--- config.mk ---
export PLATFORM = sky130hd
export DESIGN_NAME = bundle_accumulator
export DESIGN_NICKNAME = d
export VERILOG_FILES = /design/src/rtl/bundle_accumulator.sv
export SDC_FILE = /design/constraint.sdc
export NUM_CORES = 1
export LEC_CHECK = 0
export CORE_AREA = 4 4 248 177
export DETAILED_ROUTE_END_ITERATION = 10
export DIE_AREA = 0 0 252 181
export GPL_TIMING_DRIVEN = 0
export SLEW_MARGIN = 5
export SYNTH_ARGS = -nofsm -noshare
export SYNTH_HDL_FRONTEND = slang
export SYNTH_SLANG_ARGS = --single-unit
--- constraint.sdc ---
create_clock -name clk -period 3.1 [get_ports clk]
set_input_delay 0.62 -clock clk [delete_from_list [all_inputs] [get_ports clk]]
set_output_delay 0.62 -clock clk [all_outputs]
set_load 0.03 [all_outputs]
--- src/rtl/bundle_accumulator.sv ---
// bundle_accumulator: majority-vote accumulator for hypervector bundling.
// Each beat, every core casts a vote of +1, -1 or 0 (masked). A registered
// pairwise adder tree reduces the votes, and a signed accumulator sums the
// per-beat totals. The sign of the accumulator is the bundled bit.
// Optional feature macro: BUNDLE_SAT_EN (saturating accumulator + sticky sat flag).
// Without it the accumulator wraps modulo 2^W and o_sat is tied low.
// The per-beat sum width S must be smaller than W + 1 (true for W >= 4 with
// reasonable core counts).
module bundle_accumulator #(
  parameter int W       = 30,
  parameter int CORENUM = 32
) (
  input  logic               clk,
  input  logic               rst,
  input  logic               i_clear,
  input  logic               i_inValid,
  input  logic [CORENUM-1:0] i_voteEn,
  input  logic [CORENUM-1:0] i_voteBit,
  output logic [W-1:0]       o_acc,
  output logic               o_signBit,
  output logic               o_accValid,
  output logic               o_busy,
  output logic               o_sat
);

  localparam int D = (CORENUM > 1) ? $clog2(CORENUM) : 0;
  localparam int S = $clog2(CORENUM + 1) + 1;

  localparam logic signed [S-1:0] VOTE_POS = S'(1);
  localparam logic signed [S-1:0] VOTE_NEG = S'(-1);

  // One valid bit per stage: index 0 is the vote register, 1..D the tree levels.
  logic [D:0]   r_valid;
  logic [W-1:0] r_acc;
  logic         r_accValid;
  logic         r_sat;

  logic         w_flush;
  logic [S-1:0] w_finalSum;
  logic [W:0]   w_sumExt;

  assign w_flush = rst | i_clear;

  // Level l holds ceil(CORENUM / 2^l) partial sums; level 0 holds the raw votes.
  for (genvar l = 0; l <= D; l++) begin : g_level
    localparam int NODES = (CORENUM + (1 << l) - 1) >> l;
    logic [S-1:0] r_node [NODES];

    if (l == 0) begin : g_leaf
      // Translate each core's enable/bit pair into a signed vote.
      always_ff @(posedge clk) begin
        for (int i = 0; i < CORENUM; i++) begin
          if (i_voteEn[i]) begin
            r_node[i] <= i_voteBit[i] ? VOTE_POS : VOTE_NEG;
          end else begin
            r_node[i] <= '0;
          end
        end
      end
    end else begin : g_add
      localparam int PREV = (CORENUM + (1 << (l - 1)) - 1) >> (l - 1);
      logic [S-1:0] w_in [2*NODES];

      // An odd leftover node is paired with zero, which passes it through unchanged.
      for (genvar k = 0; k < 2 * NODES; k++) begin : g_pad
        if (k < PREV) begin : g_real
          assign w_in[k] = g_level[l-1].r_node[k];
        end else begin : g_zero
          assign w_in[k] = '0;
        end
      end

      // Pairwise add of the previous level; width S already covers the full range.
      always_ff @(posedge clk) begin
        for (int j = 0; j < NODES; j++) begin
          r_node[j] <= w_in[2*j] + w_in[2*j+1];
        end
      end
    end
  end

  assign w_finalSum = g_level[D].r_node[0];
  assign w_sumExt   = {{(W + 1 - S){w_finalSum[S-1]}}, w_finalSum};

  // Valid bits advance one stage per cycle; reset or clear drops every beat in flight.
  always_ff @(posedge clk) begin
    if (w_flush) begin
      r_valid <= '0;
    end else begin
      r_valid[0] <= i_inValid;
      for (int s = 1; s <= D; s++) begin
        r_valid[s] <= r_valid[s-1];
      end
    end
  end

`ifdef BUNDLE_SAT_EN
  localparam logic [W-1:0] ACC_MAX = {1'b0, {(W - 1){1'b1}}};
  localparam logic [W-1:0] ACC_MIN = {1'b1, {(W - 1){1'b0}}};

  logic [W:0] w_accNext;
  logic       w_overflow;

  assign w_accNext  = {r_acc[W-1], r_acc} + w_sumExt;
  assign w_overflow = w_accNext[W] ^ w_accNext[W-1];

  // Absorb the tree output; clamp toward the true sign on overflow and latch sat.
  always_ff @(posedge clk) begin
    if (w_flush) begin
      r_acc      <= '0;
      r_sat      <= 1'b0;
      r_accValid <= 1'b0;
    end else begin
      r_accValid <= r_valid[D];
      if (r_valid[D]) begin
        if (w_overflow) begin
          r_acc <= w_accNext[W] ? ACC_MIN : ACC_MAX;
          r_sat <= 1'b1;
        end else begin
          r_acc <= w_accNext[W-1:0];
        end
      end
    end
  end
`else
  logic [W-1:0] w_accNext;

  assign w_accNext = r_acc + w_sumExt[W-1:0];

  // Absorb the tree output with plain modulo-2^W wraparound.
  always_ff @(posedge clk) begin
    if (w_flush) begin
      r_acc      <= '0;
      r_accValid <= 1'b0;
    end else begin
      r_accValid <= r_valid[D];
      if (r_valid[D]) begin
        r_acc <= w_accNext;
      end
    end
  end

  assign r_sat = 1'b0;
`endif

  assign o_acc      = r_acc;
  assign o_signBit  = r_acc[W-1];
  assign o_accValid = r_accValid;
  assign o_busy     = |r_valid;
  assign o_sat      = r_sat;

endmodule

==> results.json, run 1 <==
{
  "async_flop_share": 0,
  "nets": 1569,
  "final_area_sq_mm": 0.0151,
  "chipWidth_um": 252,
  "grt_max_degree": 26,
  "die_height_um": 181,
  "required_ps": 3600,
  "fmax_mhz": 360,
  "critPathArrivalTime_ps": 3280,
  "comb_power_share": 0.316,
  "synth_top_area_share": 0.436,
  "dp_cells": 1829,
  "grt_pass1_vias": 8123,
  "synth_common_cells": "dfxtp_1, inv_1, ha_1, a21oi_1, fa_1",
  "via_per_inst": 4.22,
  "powerDensity_mw_per_mm2": 820,
  "cpLargestDelayFamily": "compound AO/OA/AOI/OAI gates",
  "fin_cells": 1883,
  "synth_cell_types": 65,
  "cp-start-kind": "register",
  "hpwl_um": 17000,
  "synth-edff-count": 0,
  "hold_viol_final": 0,
  "ys_seq_elements": 270,
  "yosys-top-cells-area": "dfxtp_1, ha_1, fa_1",
  "holdBufCountCts": 0,
  "synth_area_sq_mm": 0.0124,
  "synth-seq-area-share": 0.436,
  "drt_iter0_markers": 324,
  "grt_pass1_wl_um": 38100,
  "end_kind": "register",
  "yosysWarnings": 0,
  "cts_tree": "built",
  "ctsHtreeMaxLevel": 1,
  "path_depth": 8,
  "wl_per_cell_um": 11.8,
  "drcViolationCount": 0,
  "swShare": 0.312,
  "yosysMostFrequentCell": "dfxtp_1",
  "worst_slew_pin_slew_ps": 780,
  "status": "completed",
  "peakVddDrop_mv": 0.429,
  "ys.flop_type": "dfxtp_1",
  "period_share": 0.895,
  "synth_cells": 1177,
  "period_needed_ps": 2770,
  "utilization": 0.362,
  "hp-class": "reg2reg",
  "path_cells": "ha_1, a21o_1, a21oi_1, o211a_2, a21o_1, a21oi_1, or4_1, nand3_1",
  "drive_gt1_frac": 0.0579,
  "r2r_cells": 8,
  "power.leakage_nw": 6.98,
  "cts_buffers": 30,
  "place_congestion": 0.866,
  "crit_type": "reg2reg",
  "fin_tns_setup_ps": 0,
  "syn_avg_cell_area_sq_um": 10.5,
  "root_buffer": "clkbuf_16",
  "hold_start": "g_level[0].r_node[0][49]",
  "antenna_left": 0,
  "synth_fp_nets": 1438,
  "power_frac_seq": 0.383,
  "cts.sinks": 270,
  "rsz0062_at_grt": "false",
  "io_buffers": 100,
  "core.rowCount": 63,
  "finalSetupViolCount": 0,
  "cts_setup_buffers": 0,
  "cp_slowest_cell": "dfxtp_4",
  "finClkSkew_ps": 30.6,
  "syn2layout_area_growth_pct": 22.3,
  "grt_overflow": 0,
  "critPathMaxStageDelay_ps": 560,
  "io_pins": 102,
  "synth_top_area_cell": "dfxtp_1",
  "start_util": 0.296,
  "place_area_sq_mm": 0.0141,
  "timing.hold.ws_ps": 442,
  "drv_slew": 0,
  "track_usage": 0.0986,
  "crit_path_start": "g_level[5].r_node[0][6]",
  "diodes": 0,
  "drv_cap": 0,
  "antenna_found_initial": 0,
  "intPower_w": 0.00854,
  "wl_um": 22100,
  "dieArea_sq_mm": 0.0456,
  "coreArea_sq_mm": 0.0418,
  "clock_latency_ps": 580,
  "r2r_start": "g_level[5].r_node[0][6]",
  "slew_headroom": 0.480,
  "vias": 7954,
  "switching_power_w": 0.00388,
  "critPathBufInv": 0,
  "path_clk_slew_ps": 60,
  "dr.pass1.iters": 5,
  "clockBufferDepth": 3,
  "p_clk_frac": 0.301,
  "holdPathStages": 1,
  "cp_max_fo": 25
}
==> power by group through the flow <==
stage / logic [W] / clock network [W] / registers [W]
3_3_place_gp: 0.00389 / 0 / 0.00484
3_5_place_dp: 0.00397 / 0 / 0.00484
5_1_grt: 0.00459 / 0.00403 / 0.00486
4_1_cts: 0.00400 / 0.00391 / 0.00477
2_1_floorplan: 0.00321 / 0 / 0.00468
6_report: 0.00393 / 0.00374 / 0.00476
==> cells in the final DEF (no fill, tap or decap), types with 6 or more instances in the layout <==
cell type / instances
nor3_1: 7
clkinv_2: 7
clkdlybuf4s50_1: 100
xor2_1: 30
clkbuf_16: 30
mux2i_1: 12
inv_1: 196
clkbuf_1: 13
a211oi_1: 16
xnor2_1: 34
o21ai_0: 24
a21oi_1: 84
fa_1: 72
nand3_1: 18
nor2_1: 39
and2_1: 9
a21o_1: 38
a211o_1: 7
o21bai_1: 19
o211ai_1: 6
ha_1: 121
dfxtp_1: 269
nand2_1: 46
nor2b_1: 34
==> flip-flops by register name (all words and copies together) (netlist names) <==
name            flops
o_accValid          1
g_level.r_node    233
r_valid             6
o_acc              30
==> cells by family (layout without fill, tap and decap cells) <==
kind of cell,count (synthesis),in the layout,share of synthesized area
AOI/OAI and AO/OA,239,239,0.127
DFF,270,270,0.436
other,1,1,0.000303
muxes,13,13,0.0106
xor gates and xnor gates,64,64,0.0453
and+or+nand+nor,182,182,0.0746
adders and majority gates,193,193,0.239
buffers and inverters,215,369,0.0676
==> layer usage <==
| metal | GRT usage | up-vias | share of wire | routed length (um) |
|---|---|---|---|---|
| met5 | 0 | - | 0 | 0 |
| met4 | 0.0320 | 0 | 0.028 | 618 |
| met3 | 0.0226 | 39 | 0.052 | 1150 |
| met2 | 0.149 | 158 | 0.42 | 9280 |
| met1 | 0.140 | 3646 | 0.50 | 11100 |
| li1 | - | 4111 | - | - |
==> worst paths after layout <==
| path | to | slack (ps) |
|---|---|---|
| max | o_acc[26] | 330 |
| min reg2reg | g_level[1].r_node[0][21] | 440 |
| max reg2reg | o_acc[26] | 330 |
| min | g_level[1].r_node[0][21] | 440 |
==> area by class of cell <==
cell class,instances,area [sq um]
inverter,197,739
tap,552,691
timing repair buffer,100,1000
sequential,270,5410
clock buffer,39,825
clock inverter,16,240
buffer,17,93.8
multi-input combinational,692,6140
fill,4143,26600
==> metrics by stage <==
step,setup slack [ps],total power (W)
after floorplan,266,0.00789
after global placement,-278,0.00873
after detailed placement,-250,0.00881
after CTS,133,0.0127
after global routing,142,0.0135
final,325,0.0124
==> repair_timing <==
action / CTS / global route
hold endpoints to repair: 0 / 0
pin swaps: 0 / 0
resized for setup: 1 / 1
setup endpoints to repair: 9 / 3
Note: power is estimated with default switching activity, not from simulation.
==> inputs of run 2 (changes only) <==
==> constraint.sdc (replaced) <==
create_clock -name clk -period 3.1 [get_ports clk]
set_input_delay 0.31 -clock clk [delete_from_list [all_inputs] [get_ports clk]]
set_output_delay 0.31 -clock clk [all_outputs]
set_load 0.01 [all_outputs]
==> run 2 against run 1 <==
  * Fmax fell by 0.83%
  * Cell count barely moved
  * Clock power barely moved
  * Via count barely moved
  * First-iteration DRC count rose by 3.4%
  * Hold slack got worse by 260 ps
==> results.json, run 2 (same netlist as run 1, synthesis figures left out) <==
{
  "status": "completed",
  "cp_max_fo": 25,
  "path_cells": "ha_1, a21o_1, a21oi_1, o211a_2, a21o_1, a21oi_1, or4_1, nand3_1",
  "swShare": 0.312,
  "wl_um": 22200,
  "drv_cap": 0,
  "antenna_left": 0,
  "cpLargestDelayFamily": "compound AO/OA/AOI/OAI gates",
  "hpwl_um": 17000,
  "grt_max_degree": 26,
  "cts_buffers": 30,
  "vias": 7957,
  "p_clk_frac": 0.301,
  "power_frac_seq": 0.383,
  "start_util": 0.296,
  "fin_cells": 1884,
  "ctsHtreeMaxLevel": 1,
  "place_ws_ps": -250,
  "wl_per_cell_um": 11.8,
  "die_height_um": 181,
  "finalSetupViolCount": 0,
  "antenna_found_initial": 0,
  "holdPathStages": 1,
  "peakVddDrop_mv": 0.429,
  "finClkSkew_ps": 29.6,
  "switching_power_w": 0.00387,
  "layout.area.seq_sq_mm": 0.00541,
  "grt_pass1_wl_um": 38200,
  "critPathBufInv": 0,
  "cts_tree": "built",
  "root_buffer": "clkbuf_16",
  "crit_type": "reg2reg",
  "period_share": 0.903,
  "track_usage": 0.0989,
  "io_buffers": 100,
  "cp_slowest_cell": "dfxtp_4",
  "dp_cells": 1829,
  "via_per_inst": 4.22,
  "core.rowCount": 63,
  "fill_cells": 4144,
  "dieArea_sq_mm": 0.0456,
  "critPathArrivalTime_ps": 3300,
  "comb_power_share": 0.316,
  "drt_iter0_markers": 335,
  "fin_ws_ps": 302,
  "cts.sinks": 270,
  "worst_slew_pin_slew_ps": 784,
  "drive_gt1_frac": 0.0578,
  "critPathMaxStageDelay_ps": 560,
  "period_needed_ps": 2800,
  "clock_latency_ps": 580,
  "drv_slew": 0,
  "nets": 1570,
  "diodes": 0,
  "r2r_cells": 8,
  "chipWidth_um": 252,
  "drcViolationCount": 0,
  "hold_viol_final": 0,
  "grt_overflow": 0,
  "power.leakage_nw": 6.98,
  "syn2layout_area_growth_pct": 22.3,
  "required_ps": 3600,
  "largest_register_ffs": 233,
  "grt_pass1_vias": 8132,
  "final_common_cell": "dfxtp_1",
  "fmax_mhz": 357,
  "dr.pass1.iters": 5,
  "rsz0062_at_grt": "false",
  "place_congestion": 0.866,
  "multiInputGateArea_sq_mm": 0.00614,
  "io_pins": 102,
  "top_register": "g_level.r_node",
  "coreArea_sq_mm": 0.0418,
  "cp-start-kind": "register",
  "final_cell_mix": "dfxtp_1, inv_1, ha_1",
  "hp-class": "in2reg",
  "path_clk_slew_ps": 60,
  "holdBufCountCts": 0,
  "powerDensity_mw_per_mm2": 820,
  "clockBufferDepth": 3,
  "intPower_w": 0.00854,
  "slew_headroom": 0.478,
  "path_depth": 8,
  "end_kind": "register"
}
==> run 2: cell types whose count changed in the layout (fill, tap and decap cells not counted), sizes merged <==
| cell | previous run | this run |
|---|---|---|
| clkbuf | 47 | 48 |
==> run 2: path summary, 6_finish.rpt <==
| kind | startpoint | to | slack, ps |
|---|---|---|---|
| max | g_level[5].r_node[0][6] | o_acc[26] | 300 |
| min reg2reg | g_level[0].r_node[0][49] | g_level[1].r_node[0][21] | 440 |
| min | i_voteEn[11] | g_level[0].r_node[0][77] | 180 |
| max reg2reg | g_level[5].r_node[0][6] | o_acc[26] | 300 |
==> run 2: layout make-up <==
type,instances,share of cell area
flip-flops and latches,270,0.357
multi-input cells,692,0.406
well taps,552,0.0456
repair buffers,100,0.0661
clock inverters,16,0.0159
inverters,197,0.0488
plain buffers,18,0.00644
clock buffers,39,0.0544
==> run 2: what timing repair did <==
| item | in CTS | in global routing |
|---|---|---|
| setup endpoints to repair | 8 | 4 |
| gates resized for setup | 1 | 1 |
| buffers inserted | 0 | 0 |
==> run 2: routing by layer <==
layer / GRT usage / wire [um] / vias to the layer above
li1: - / - / 4113
met1: 0.140 / 11100 / 3657
met2: 0.150 / 9380 / 146
met3: 0.0226 / 1130 / 41
met4: 0.0326 / 628 / 0
met5: 0 / 0 / -
==> run 2: metrics by stage <==
step	util	setup TNS, ps	area [sq um]	power [W]	hold WS, ps
6_report	0.363	0	15100	0.0124	184
5_1_grt	0.363	0	15100	0.0135	145
4_1_cts	0.362	0	15100	0.0127	132
3_5_place_dp	0.337	-983	14100	0.00881	428
3_3_place_gp	0.337	-973	14100	0.00872	429
2_1_floorplan	-	0	12400	0.00789	338
==> run 2: power by group through the flow <==
| stage | Clock [W] | Combinational (W) | Sequential [W] |
|---|---|---|---|
| 2_1_floorplan | 0 | 0.00321 | 0.00468 |
| 3_3_place_gp | 0 | 0.00388 | 0.00484 |
| 3_5_place_dp | 0 | 0.00397 | 0.00484 |
| 4_1_cts | 0.00391 | 0.00400 | 0.00477 |
| 5_1_grt | 0.00403 | 0.00459 | 0.00486 |
| 6_report | 0.00374 | 0.00392 | 0.00476 |
==> inputs of run 3 (changes only) <==
==> constraint.sdc (replaced) <==
create_clock -name clk -period 2.6 [get_ports clk]
set_input_delay 0.26 -clock clk [delete_from_list [all_inputs] [get_ports clk]]
set_output_delay 0.26 -clock clk [all_outputs]
set_load 0.01 [all_outputs]
==> run 3 against run 2 <==
  * Hold slack worse by 46 ps
  * Global-route usage up 0.061 points
  * Register-to-register slack worse by 280 ps
  * Count of clock-buffer cells in the layout grew 1
  * Clock power increased by 10%
  * Critical path depth increased by 2
  * Worst setup slack worse by 280 ps
  * Sequential power up 18%
  * Routed wire length rose by 1.9%
  * Clock skew grew 1.6 ps
  * Utilization rose by 0.28 points
  * Combinational power grew 24%
==> results.json, run 3 (same netlist as run 1, synthesis figures left out) <==
{
  "r2r_cells": 10,
  "grt_max_degree": 18,
  "timing.hold.ws_ps": 138,
  "dr.pass1.iters": 4,
  "grt_overflow": 0,
  "finalSetupViolCount": 0,
  "antenna_left": 0,
  "syn2layout_area_growth_pct": 23.2,
  "intPower_w": 0.00995,
  "place_ws_ps": -367,
  "root_buffer": "clkbuf_16",
  "die_height_um": 181,
  "drv_slew": 0,
  "drcViolationCount": 0,
  "status": "completed",
  "diodes": 0,
  "io_pins": 102,
  "place_congestion": 0.863,
  "crit_type": "reg2reg",
  "cts_tree": "built",
  "coreArea_sq_mm": 0.0418,
  "swShare": 0.319,
  "antenna_found_initial": 0,
  "top_register": "g_level.r_node",
  "chipWidth_um": 252,
  "cts.sinks": 270,
  "comb_power_share": 0.333,
  "clockBufferDepth": 3,
  "switching_power_w": 0.00466,
  "vias": 8041,
  "final_common_cell": "dfxtp_1",
  "fin_tns_setup_ps": 0,
  "cp_max_fo": 12,
  "dieArea_sq_mm": 0.0456,
  "drv_cap": 0,
  "final_cell_mix": "dfxtp_1, inv_1, ha_1",
  "fin_ws_ps": 26.1,
  "hold_viol_final": 0,
  "hpwl_um": 16900,
  "grt_pass1_vias": 8345,
  "core.rowCount": 63,
  "period_needed_ps": 2570,
  "grt_pass1_wl_um": 38300,
  "wl_um": 22600,
  "wl_per_cell_um": 12.0,
  "clock_latency_ps": 580,
  "slew_headroom": 0.530,
  "track_usage": 0.0995,
  "path_clk_slew_ps": 60,
  "power.leakage_nw": 7.01,
  "nets": 1575,
  "period_share": 0.990,
  "drive_gt1_frac": 0.0808,
  "peakVddDrop_mv": 0.524,
  "power_frac_seq": 0.385,
  "start_util": 0.296,
  "worst_slew_pin_slew_ps": 704,
  "critPathArrivalTime_ps": 3010,
  "rsz0062_at_grt": "true",
  "via_per_inst": 4.26,
  "ctsHtreeMaxLevel": 1,
  "end_kind": "register",
  "hp-class": "in2reg",
  "largest_register_ffs": 233,
  "p_clk_frac": 0.282,
  "cp-start-kind": "register",
  "powerDensity_mw_per_mm2": 957,
  "fmax_mhz": 389,
  "io_buffers": 100,
  "cts_buffers": 30,
  "required_ps": 3040,
  "holdPathStages": 1,
  "drt_iter0_markers": 337,
  "finClkSkew_ps": 31.2
}
[run 3: cell count changes in the layout (fill, tap and decap cells not counted), sizes merged]
cell,change
buf,+9
bufinv,-4
clkbuf,-3
clkinv,+2
[run 3: worst max-delay path, stage by stage, from the launching register on]
cell     delay (ps)
dfxtp_4         400
buf_6           180
ha_1            280
buf_2           180
nand3_1         160
nor3_1          260
nand3_1         120
a211o_1         320
a21oi_1         290
or3_1           170
nand3_1          70
[run 3: metal layers]
layer / global-route usage / up-vias / part of all wire / wire (um)
li1: - / 4127 / - / -
met1: 0.138 / 3679 / 0.48 / 11000
met2: 0.155 / 186 / 0.43 / 9700
met3: 0.0227 / 49 / 0.057 / 1280
met4: 0.0315 / 0 / 0.030 / 684
met5: 0 / - / 0 / 0
[run 3: cell type report]
| cell class | instances | area [sq um] |
|---|---|---|
| Timing Repair Buffer | 109 | 1080 |
| Multi-Input combinational cell | 692 | 6260 |
| Tap cell | 552 | 691 |
| Clock buffer | 40 | 858 |
| Clock inverter | 14 | 138 |
| Buffer | 14 | 85.1 |
| Inverter | 197 | 739 |
| Fill cell | 4157 | 26500 |
| Sequential cell | 270 | 5410 |
[run 3: worst paths after layout]
check | to | from | slack [ps]
worst max-delay path | o_acc[28] | g_level[5].r_node[0][6] | 30
worst max register to register | o_acc[28] | g_level[5].r_node[0][6] | 30
worst min register to register | g_level[1].r_node[1][14] | g_level[0].r_node[1][35] | 430
worst min-delay path | g_level[0].r_node[1][7] | i_voteEn[17] | 140
[run 3: repair_timing]
action	CTS	global route
resized for setup	6	28
endpoints found under the setup margin	14	10
hold buffers	0	0
pin swaps	0	5
endpoints found under the hold margin	0	0
setup buffers	1	8
[run 3: power by group through the flow]
stage,Sequential [W],Clock [W],Combinational (W)
global placement,0.00577,0,0.00463
CTS,0.00566,0.00432,0.00483
global route,0.00573,0.00449,0.00573
finish,0.00562,0.00413,0.00486
detailed placement,0.00577,0,0.00474
floorplan,0.00558,0,0.00382
[run 3: stage by stage]
| stage | instances | total power, W | utilization | instance area [sq um] |
|---|---|---|---|---|
| 2_1_floorplan | 1177 | 0.00941 | - | 12400 |
| 3_3_place_gp | 1829 | 0.0104 | 0.337 | 14100 |
| 3_5_place_dp | 1829 | 0.0105 | 0.337 | 14100 |
| 4_1_cts | 1884 | 0.0148 | 0.362 | 15100 |
| 5_1_grt | 1888 | 0.0160 | 0.365 | 15300 |
| 6_report | 1888 | 0.0146 | 0.365 | 15300 |
